===== src/rtl/calc_sequencer_if.sv =====
// calc_sequencer_if: keypad, ALU handshake and display signals of calc_sequencer
//   keypad : ready (strobe), tecla[3:0] (key code)
//   alu    : alu_req/alu_op/alu_a/alu_b out, alu_ack/alu_result/alu_carry back
//   status : display[7:0], error, estate[2:0]
//   master : drives keypad and ALU response (environment side)
//   slave  : the sequencer itself
interface calc_sequencer_if;
  logic       ready;
  logic [3:0] tecla;
  logic       alu_ack;
  logic [7:0] alu_result;
  logic       alu_carry;
  logic       alu_req;
  logic       alu_op;
  logic [7:0] alu_a;
  logic [7:0] alu_b;
  logic [7:0] display;
  logic       error;
  logic [2:0] estate;
  modport master (
    output ready, tecla, alu_ack, alu_result, alu_carry,
    input  alu_req, alu_op, alu_a, alu_b, display, error, estate
  );
  modport slave (
    input  ready, tecla, alu_ack, alu_result, alu_carry,
    output alu_req, alu_op, alu_a, alu_b, display, error, estate
  );
endinterface


===== src/rtl/calc_sequencer.sv =====
// calc_sequencer: keypad-driven two-operand calculator sequencer around an external ALU
//   Clock   : rising-edge clock
//   clearIn : synchronous active-high reset
//   bus     : calc_sequencer_if.slave (keypad in, ALU handshake, display/error/estate out)
//   ALU_TIMEOUT : max WAIT_ALU cycles before alu_ack, else ERROR
//   DIGIT_SAT_EN: when defined, digit overflow clamps to 255 instead of going to ERROR
module calc_sequencer #(
  parameter int ALU_TIMEOUT = 15
) (
  input logic             Clock,
  input logic             clearIn,
  calc_sequencer_if.slave bus
);
  localparam int CW = $clog2(ALU_TIMEOUT + 1);
  localparam logic [3:0] K_CE = 4'hA, K_SUB = 4'hB, K_ADD = 4'hC, K_IGUAL = 4'hD, K_SAVE = 4'hE, K_REC = 4'hF;
  typedef enum logic [2:0] {
    ENTER_A  = 3'd0,
    ENTER_B  = 3'd1,
    WAIT_ALU = 3'd2,
    RESULT   = 3'd3,
    ERROR    = 3'd4
  } state_t;
  state_t          state_q, state_d;
  logic [7:0]      a_q, a_d, b_q, b_d, mem_q, mem_d, res_q, res_d, disp_q, disp_d;
  logic            op_q, op_d, req_q, req_d, err_q, err_d, ready_q;
  logic [CW-1:0]   cnt_q, cnt_d;
  logic            key, is_dig, is_op;
  logic [7:0]      opnd, dig_val;
  logic [11:0]     acc;
  logic            ovf, dig_err;
  assign key    = bus.ready & ~ready_q;
  assign is_dig = bus.tecla <= 4'd9;
  assign is_op  = bus.tecla == K_ADD || bus.tecla == K_SUB;
  // Only one operand accumulates digits at a time, so a single multiplier serves both.
  assign opnd   = state_q == ENTER_B ? b_q : a_q;
  assign acc    = {4'b0, opnd} * 12'd10 + {8'b0, bus.tecla};
  assign ovf    = |acc[11:8];
`ifdef DIGIT_SAT_EN
  assign dig_val = ovf ? 8'hFF : acc[7:0];
  assign dig_err = 1'b0;
`else
  assign dig_val = ovf ? opnd : acc[7:0];
  assign dig_err = ovf;
`endif
  always_comb begin
    state_d = state_q;
    a_d     = a_q;
    b_d     = b_q;
    mem_d   = mem_q;
    res_d   = res_q;
    op_d    = op_q;
    req_d   = 1'b0;
    cnt_d   = '0;
    case (state_q)
      ENTER_A: if (key) begin
        if (is_dig) begin
          a_d     = dig_val;
          state_d = dig_err ? ERROR : ENTER_A;
        end else if (is_op) begin
          op_d    = bus.tecla == K_SUB;
          b_d     = '0;
          state_d = ENTER_B;
        end else if (bus.tecla == K_SAVE) mem_d = a_q;
        else if (bus.tecla == K_REC) a_d = mem_q;
        else if (bus.tecla == K_CE) a_d = '0;
      end
      ENTER_B: if (key) begin
        if (is_dig) begin
          b_d     = dig_val;
          state_d = dig_err ? ERROR : ENTER_B;
        end else if (is_op) op_d = bus.tecla == K_SUB;
        else if (bus.tecla == K_IGUAL) state_d = WAIT_ALU;
        else if (bus.tecla == K_SAVE) mem_d = b_q;
        else if (bus.tecla == K_REC) b_d = mem_q;
        else b_d = '0;
      end
      // req rises one cycle after entry because it is only set while already waiting.
      WAIT_ALU: if (bus.alu_ack) begin
        res_d   = bus.alu_result;
        state_d = bus.alu_carry ? ERROR : RESULT;
      end else if (cnt_q == CW'(ALU_TIMEOUT - 1)) state_d = ERROR;
      else begin
        cnt_d = cnt_q + 1'b1;
        req_d = 1'b1;
      end
      RESULT: if (key) begin
        if (is_dig) begin
          a_d     = {4'b0, bus.tecla};
          b_d     = '0;
          state_d = ENTER_A;
        end else if (is_op) begin
          a_d     = res_q;
          op_d    = bus.tecla == K_SUB;
          b_d     = '0;
          state_d = ENTER_B;
        end else if (bus.tecla == K_IGUAL) begin
          a_d     = res_q;
          state_d = WAIT_ALU;
        end else if (bus.tecla == K_SAVE) mem_d = res_q;
        else if (bus.tecla == K_REC) begin
          a_d     = mem_q;
          state_d = ENTER_A;
        end else begin
          a_d     = '0;
          state_d = ENTER_A;
        end
      end
      ERROR: if (key && bus.tecla == K_CE) begin
        a_d     = '0;
        b_d     = '0;
        state_d = ENTER_A;
      end
      default: state_d = ENTER_A;
    endcase
    disp_d = state_d == ENTER_A ? a_d :
             (state_d == ENTER_B || state_d == WAIT_ALU) ? b_d :
             state_d == RESULT ? res_d : 8'd0;
    err_d  = state_d == ERROR;
  end
  always_ff @(posedge Clock) begin
    if (clearIn) begin
      state_q <= ENTER_A;
      a_q     <= '0;
      b_q     <= '0;
      mem_q   <= '0;
      res_q   <= '0;
      disp_q  <= '0;
      op_q    <= 1'b0;
      req_q   <= 1'b0;
      err_q   <= 1'b0;
      cnt_q   <= '0;
      ready_q <= 1'b0;
    end else begin
      state_q <= state_d;
      a_q     <= a_d;
      b_q     <= b_d;
      mem_q   <= mem_d;
      res_q   <= res_d;
      disp_q  <= disp_d;
      op_q    <= op_d;
      req_q   <= req_d;
      err_q   <= err_d;
      cnt_q   <= cnt_d;
      ready_q <= bus.ready;
    end
  end
  assign bus.alu_req = req_q;
  assign bus.alu_op  = op_q;
  assign bus.alu_a   = a_q;
  assign bus.alu_b   = b_q;
  assign bus.display = disp_q;
  assign bus.error   = err_q;
  assign bus.estate  = state_q;
endmodule


===== src/flat_wrapper.sv =====
// flat-port wrapper written by rule: the top's interface ports become plain ports
module calc_sequencer_flat 
#(
  parameter int ALU_TIMEOUT = 15
)
  (Clock, clearIn, bus_ready, bus_tecla, bus_alu_ack, bus_alu_result, bus_alu_carry, bus_alu_req, bus_alu_op, bus_alu_a, bus_alu_b, bus_display, bus_error, bus_estate);
  calc_sequencer_if bus_i ();
  input logic Clock;
  input logic clearIn;
  input wire logic [$bits(bus_i.ready)-1:0] bus_ready;
  input wire logic [$bits(bus_i.tecla)-1:0] bus_tecla;
  input wire logic [$bits(bus_i.alu_ack)-1:0] bus_alu_ack;
  input wire logic [$bits(bus_i.alu_result)-1:0] bus_alu_result;
  input wire logic [$bits(bus_i.alu_carry)-1:0] bus_alu_carry;
  output wire logic [$bits(bus_i.alu_req)-1:0] bus_alu_req;
  output wire logic [$bits(bus_i.alu_op)-1:0] bus_alu_op;
  output wire logic [$bits(bus_i.alu_a)-1:0] bus_alu_a;
  output wire logic [$bits(bus_i.alu_b)-1:0] bus_alu_b;
  output wire logic [$bits(bus_i.display)-1:0] bus_display;
  output wire logic [$bits(bus_i.error)-1:0] bus_error;
  output wire logic [$bits(bus_i.estate)-1:0] bus_estate;
  assign bus_i.ready = bus_ready;
  assign bus_i.tecla = bus_tecla;
  assign bus_i.alu_ack = bus_alu_ack;
  assign bus_i.alu_result = bus_alu_result;
  assign bus_i.alu_carry = bus_alu_carry;
  assign bus_alu_req = bus_i.alu_req;
  assign bus_alu_op = bus_i.alu_op;
  assign bus_alu_a = bus_i.alu_a;
  assign bus_alu_b = bus_i.alu_b;
  assign bus_display = bus_i.display;
  assign bus_error = bus_i.error;
  assign bus_estate = bus_i.estate;
  calc_sequencer #(.ALU_TIMEOUT(ALU_TIMEOUT)) u_core (.Clock(Clock), .clearIn(clearIn), .bus(bus_i));
endmodule

===== config.mk =====
export PLATFORM = sky130hd
export DESIGN_NAME = calc_sequencer_flat
export DESIGN_NICKNAME = d
export VERILOG_FILES = /design/src/rtl/calc_sequencer_if.sv /design/src/rtl/calc_sequencer.sv /design/src/flat_wrapper.sv
export SDC_FILE = /design/constraint.sdc
export NUM_CORES = 1
export LEC_CHECK = 0
export ABC_AREA = 1
export ABC_CLOCK_PERIOD_IN_PS = 4000
export CORE_MARGIN = 2
export CORE_UTILIZATION = 40
export DETAILED_ROUTE_END_ITERATION = 8
export HOLD_SLACK_MARGIN = 0.05
export SLEW_MARGIN = 25
export SYNTH_ARGS = -nofsm -noshare
export SYNTH_HDL_FRONTEND = slang
export SYNTH_SLANG_ARGS = --single-unit
export TNS_END_PERCENT = 100

===== constraint.sdc =====
create_clock -name Clock -period 4 [get_ports Clock]
set_input_delay 0.4 -clock Clock [delete_from_list [all_inputs] [get_ports Clock]]
set_output_delay 0.4 -clock Clock [all_outputs]
set_load 0.01 [all_outputs]

==> flow_metrics.tcl, run 1 <==
set metrics [dict create \
    critical_path_class "register to register" \
    die_w_um 103 \
    via_per_inst 5.27 \
    filler_cell_count 1009 \
    area_growth_pct 22.9 \
    min_period_ns 3.72 \
    netlist_area_um2 3960 \
    firstDrtPassIters 5 \
    wl_per_cell_um 15.9 \
    cts.sinks 51 \
    leakage_nw 2.22 \
    antenna_cells 0 \
    ys_ff_latch 51 \
    final_layout_size_suffix_gt1_frac 0.107 \
    rows 36 \
    cts_buffer_depth 2 \
    die_y_um 103 \
    gr-total-overflow 0 \
    maxSlewHeadroom 0.419 \
    core_area_um2 9680 \
    synth_fp_nets 668 \
    antenna_left 0 \
    grt_max_degree 29 \
    clockPowerShare 0.249 \
    hold_class "register to register" \
    final_cell_mix "nand2_1, inv_1, nor2_1" \
    synth_edf_count 0 \
    die-area_um2 10700 \
    fmax_mhz 269 \
    crit_fanout 8 \
    hold_viol 0 \
    synth-seq-area-share 0.258 \
    nets 735 \
    skew_ns 0.00794 \
    numPortBuffers 46 \
    worstMarginPinSlew_ns 0.868 \
    hpwlAfterDp_mm 10.1 \
    cts-root-buf "clkbuf_8" \
    clock_latency_ns 0.32 \
    sw_frac_of_total 0.374 \
    layout_worst_path_cycle_share 0.930 \
    max-cap-violations 0 \
    final_common_cell "nand2_1" \
    outcome "completed" \
    htreeDepth 2 \
    combPwrFrac 0.403 \
    place_congestion 0.878 \
    grt_usage 0.255 \
    drt-initial-drc-count 461 \
    cts_tree "done" \
    cts.clk_slew.worst_paths_ns 0.10 \
    io_pins 47 \
    grt_pass1_wl_mm 20.9 \
    wl_mm 13.2 \
    yosysWarnings 0 \
    netlist_instances 633 \
    ir_drop_mv 0.201 \
    cellPowerDensity_nw_per_um2 334 \
    power_w 0.00162 \
    grt_pass1_vias 4146 \
    fin_util 0.502 \
    vias 4393 \
    initial_core_util 0.408 \
    seq_power_share 0.349 \
    switchingPower_w 0.000607 \
    avgSynthCellArea_um2 6.25 \
    slew_violations 0 \
    critPathLaunchType "register" \
    antenna_found_initial 0 \
    ys_types 44 \
    cts_buffers 5 \
    arrival_ns 3.94 \
    synth_ff_type "dfxtp_1" \
    power.internal_w 0.00102 \
    synthArstFlopShare 0 \
    endpoint_kind "register" \
    required_ns 4.22 \
    setup_viol 0 \
    drc 0 \
]
-- synthesized netlist by cell type, types with 4 or more instances --
library cell | n | area, µm²
a32oi_1 | 6 | 52.6
ha_1 | 16 | 200
clkbuf_1 | 6 | 22.5
a21oi_1 | 26 | 130
inv_2 | 10 | 37.5
a21oi_2 | 4 | 35.0
o2111ai_1 | 4 | 35.0
o211ai_1 | 4 | 30.0
xnor2_1 | 5 | 43.8
nand2_1 | 163 | 612
nand3_1 | 38 | 190
a31oi_1 | 7 | 43.8
nand2_4 | 4 | 45.0
inv_1 | 95 | 357
nand2_2 | 5 | 31.3
nor2_1 | 72 | 270
o21ai_0 | 68 | 340
o221ai_1 | 8 | 70.1
dfxtp_1 | 51 | 1020
-- flip-flops by register name, indices dropped and copies added, names as in the netlist --
signal,cells
u_core.bus.alu_req,1
u_core.res_q,8
u_core.bus.alu_a,8
u_core.bus.display,8
u_core.bus.alu_op,1
u_core.cnt_q,4
u_core.bus.alu_b,8
u_core.mem_q,8
u_core.bus.estate,3
u_core.ready_q,1
u_core.bus.error,1
-- timing repair --
item,CTS,global route
setup buffers,0,6
setup endpoints to repair,0,10
hold buffers,0,0
resized for setup,0,8
-- critical path: stages, from the launching register on --
cell and delay (ns):
dfxtp_1 0.33, inv_2 0.10, nand2_4 0.07, nor2_4 0.21, buf_4 0.15, nand2_1 0.08
o21ai_1 0.21, ha_1 0.34, fa_1 0.56, nand2_1 0.05, inv_1 0.05, nand2_1 0.08
nor2_1 0.12, nand3_1 0.09, nand2_1 0.11, nand3_4 0.13, nor2_8 0.19, nand2_4 0.08
a21boi_4 0.21, inv_2 0.07, nor2_4 0.21, nand2_1 0.08, nand2_1 0.07, a21oi_2 0.04
-- logic make-up after synthesis --
| kind of cell | count (synthesis) | share of synthesized area |
|---|---|---|
| fa+ha+maj | 18 | 0.0607 |
| flops | 51 | 0.258 |
| compound gates | 140 | 0.214 |
| xor+xnor | 8 | 0.0177 |
| buf+inv | 117 | 0.112 |
| simple gates | 299 | 0.337 |
-- metal layers --
layer / track usage / wire, µm / share of wire
met1: 0.345 / 5960 / 0.45
met4: 0.0709 / 307 / 0.023
met2: 0.423 / 5950 / 0.45
met3: 0.0363 / 1010 / 0.076
met5: 0 / 0 / 0
-- power groups by stage --
stage	sequential (W)	clock (W)	combinational, W
floorplan	0.000590	0	0.000386
global placement	0.000579	0	0.000625
detailed placement	0.000576	0	0.000630
CTS	0.000565	0.000410	0.000634
global route	0.000570	0.000431	0.000727
finish	0.000566	0.000404	0.000654
-- cell type report --
type / count / area [µm²] / area share
multi-input cells: 465 / 2500 / 0.515
clock buffers: 6 / 82.6 / 0.0170
repair buffers: 71 / 648 / 0.133
inverters: 106 / 398 / 0.0819
flip-flops and latches: 51 / 1020 / 0.210
well taps: 133 / 166 / 0.0342
clock inverters: 2 / 38.8 / 0.00798
-- per-stage QoR --
| step | setup WS, ns | std cells | hold WS [ns] | setup TNS, ns | instance area, µm² |
|---|---|---|---|---|---|
| finish | 0.281 | 834 | 0.457 | 0 | 4860 |
| global route | -0.00173 | 834 | 0.480 | -0.00173 | 4860 |
| CTS | 0.119 | 828 | 0.455 | 0 | 4800 |
| detailed placement | 0.131 | 820 | 0.439 | 0 | 4680 |
| global placement | 0.233 | 820 | 0.434 | 0 | 4680 |
| floorplan | 0.178 | 633 | 0.424 | 0 | 3960 |
-- worst paths after layout --
path	slack, ns	cells after the start	from	to
max	0.28	23	u_core.bus.estate[2]	u_core.bus.display[1]
min	0.46	2	u_core.mem_q[1]	u_core.mem_q[1]
max reg2reg	0.28	23	u_core.bus.estate[2]	u_core.bus.display[1]
min reg2reg	0.46	2	u_core.mem_q[1]	u_core.mem_q[1]
Note: power is estimated with default switching activity, not from simulation.
==> inputs of run 2 (changes only) <==
--- a/config.mk
+++ b/config.mk
@@ -7,11 +7,10 @@
 export LEC_CHECK = 0
 export ABC_AREA = 1
 export ABC_CLOCK_PERIOD_IN_PS = 4000
-export CORE_MARGIN = 2
+export CORE_MARGIN = 3
 export CORE_UTILIZATION = 40
 export DETAILED_ROUTE_END_ITERATION = 8
 export HOLD_SLACK_MARGIN = 0.05
-export SLEW_MARGIN = 25
 export SYNTH_ARGS = -nofsm -noshare
 export SYNTH_HDL_FRONTEND = slang
 export SYNTH_SLANG_ARGS = --single-unit
==> flow_metrics.tcl, run 2 (synthesis results as in run 1) <==
set metrics [dict create \
    wl_mm 13.6 \
    cts_tree "done" \
    fin_util 0.512 \
    worstMarginPinSlew_ns 0.949 \
    vias 4369 \
    postCtsHoldBufs 0 \
    required_ns 4.22 \
    maxSlewHeadroom 0.365 \
    initial_core_util 0.420 \
    via_per_inst 5.28 \
    final_common_cell "nand2_1" \
    gr-total-overflow 0 \
    cts_buffers 5 \
    die_w_um 105 \
    final_cell_mix "nand2_1, inv_1, nor2_1" \
    clock_latency_ns 0.32 \
    drt-initial-drc-count 427 \
    power.internal_w 0.000932 \
    grt_max_degree 28 \
    firstDrtPassIters 6 \
    nets 733 \
    grt_pass1_vias 4194 \
    skew_ns 0.00600 \
    filler_cell_count 990 \
    cts-root-buf "clkbuf_8" \
    min_period_ns 3.69 \
    area_growth_pct 21.9 \
    drc 0 \
    outcome "completed" \
    cpMaxStageDelayCell "fa_1" \
    layout_worst_path_cycle_share 0.922 \
    antenna_found_initial 0 \
    numPortBuffers 46 \
    cts_buffer_depth 2 \
    rows 35 \
    grt_pass1_wl_mm 21.9 \
    wl_per_cell_um 16.4 \
    crit_top_cell "nand2_1" \
    cpPeakStageDelay_ns 0.58 \
    crit_fanout 9 \
    slew_violations 0 \
    sw_frac_of_total 0.400 \
    setup-tns-final_ns 0 \
    worstPathCellList "nand2_4 -> nor2_4 -> buf_4 -> nand2_1 -> o21ai_2 -> ha_1 -> fa_1 -> nand2_1 -> inv_1 -> nand2_1 -> nor2_1 -> nand3_1 -> nand2_1 -> nand3_4 -> o21ai_0 -> nand3_1 -> a21oi_1 -> nand2_1 -> nand2_1 -> a21oi_2" \
    rsz0062_at_grt "no" \
    antenna_left 0 \
    fmax_mhz 271 \
    setup_viol 0 \
    cp_num_buf_inv 2 \
    combPwrFrac 0.424 \
    endpoint_kind "register" \
    io_pins 47 \
    hpwlAfterDp_mm 10.6 \
    critPathLaunchType "register" \
    leakage_nw 2.19 \
    cellPowerDensity_nw_per_um2 322 \
    critPathTopFamily "simple AND/OR/NAND/NOR gates" \
    ir_drop_mv 0.202 \
    cts.clk_slew.worst_paths_ns 0.11 \
    hold_class "register to register" \
    cts.sinks 51 \
    critical_path_class "register to register" \
    place_congestion 0.935 \
    grt_usage 0.248 \
    max-cap-violations 0 \
    seq_power_share 0.366 \
    antenna_cells 0 \
    core_area_um2 9420 \
    final_layout_size_suffix_gt1_frac 0.110 \
    htreeDepth 2 \
    die-area_um2 11100 \
    clockPowerShare 0.210 \
    arrival_ns 3.91 \
    switchingPower_w 0.000620 \
    die_y_um 105 \
    hold_viol 0 \
]
run 2: changes by cell type in the layout (fill, tap and decap cells not counted), moves of 2 or more:
cell / delta
o21ai_2: +2
nor2_1: -2
buf_4: -2
nor2_2: +2
run 2: layer usage:
metal | routed length (µm) | up-vias | global-route usage
li1 | - | 2186 | -
met1 | 6480 | 1995 | 0.348
met2 | 5950 | 167 | 0.391
met3 | 913 | 21 | 0.0429
met4 | 257 | 0 | 0.0703
met5 | 0 | - | 0
run 2: area by class of cell:
cell class                 instances  area [µm²]  area share
clock buffer                       6        72.6      0.0151
clock inverter                     2        16.3     0.00337
inverter                         106         398      0.0825
multi-input combinational        465        2520       0.522
sequential                        51        1020       0.212
tap                              129         161      0.0335
timing repair buffer              69         633       0.131
run 2: metrics by stage:
step	std cells	cell area (µm²)	hold WS [ns]	total power, W	worst slack, ns
2_1_floorplan	633	3960	0.424	0.000975	0.178
3_3_place_gp	816	4670	0.433	0.00122	0.166
3_5_place_dp	816	4670	0.438	0.00122	0.0629
4_1_cts	824	4760	0.454	0.00154	0.0424
5_1_grt	828	4820	0.474	0.00164	0.0198
6_report	828	4820	0.451	0.00155	0.310
run 2: what timing repair did:
item	in CTS	in global routing
endpoints found under the setup margin	0	24
resized for setup	0	14
setup buffers	0	4
run 2: worst paths after layout:
| kind | depth (start not counted) | endpoint | startpoint | slack [ns] |
|---|---|---|---|---|
| setup / recovery | 20 | u_core.bus.display[0] | u_core.bus.estate[0] | 0.31 |
| hold / removal | 2 | u_core.mem_q[0] | u_core.mem_q[0] | 0.45 |
| setup reg to reg | 20 | u_core.bus.display[0] | u_core.bus.estate[0] | 0.31 |
| hold reg to reg | 2 | u_core.mem_q[0] | u_core.mem_q[0] | 0.45 |
run 2: worst min-delay path: stages, from the launching register on:
cell and delay, ns:
dfxtp_1 0.32, inv_1 0.05, a21oi_1 0.05
run 2: power by group through the flow:
stage | combinational, W | clock [W] | sequential (W)
4_1_cts | 0.000647 | 0.000330 | 0.000567
6_report | 0.000658 | 0.000326 | 0.000567
3_5_place_dp | 0.000642 | 0 | 0.000577
5_1_grt | 0.000724 | 0.000345 | 0.000572
3_3_place_gp | 0.000641 | 0 | 0.000579
2_1_floorplan | 0.000386 | 0 | 0.000590
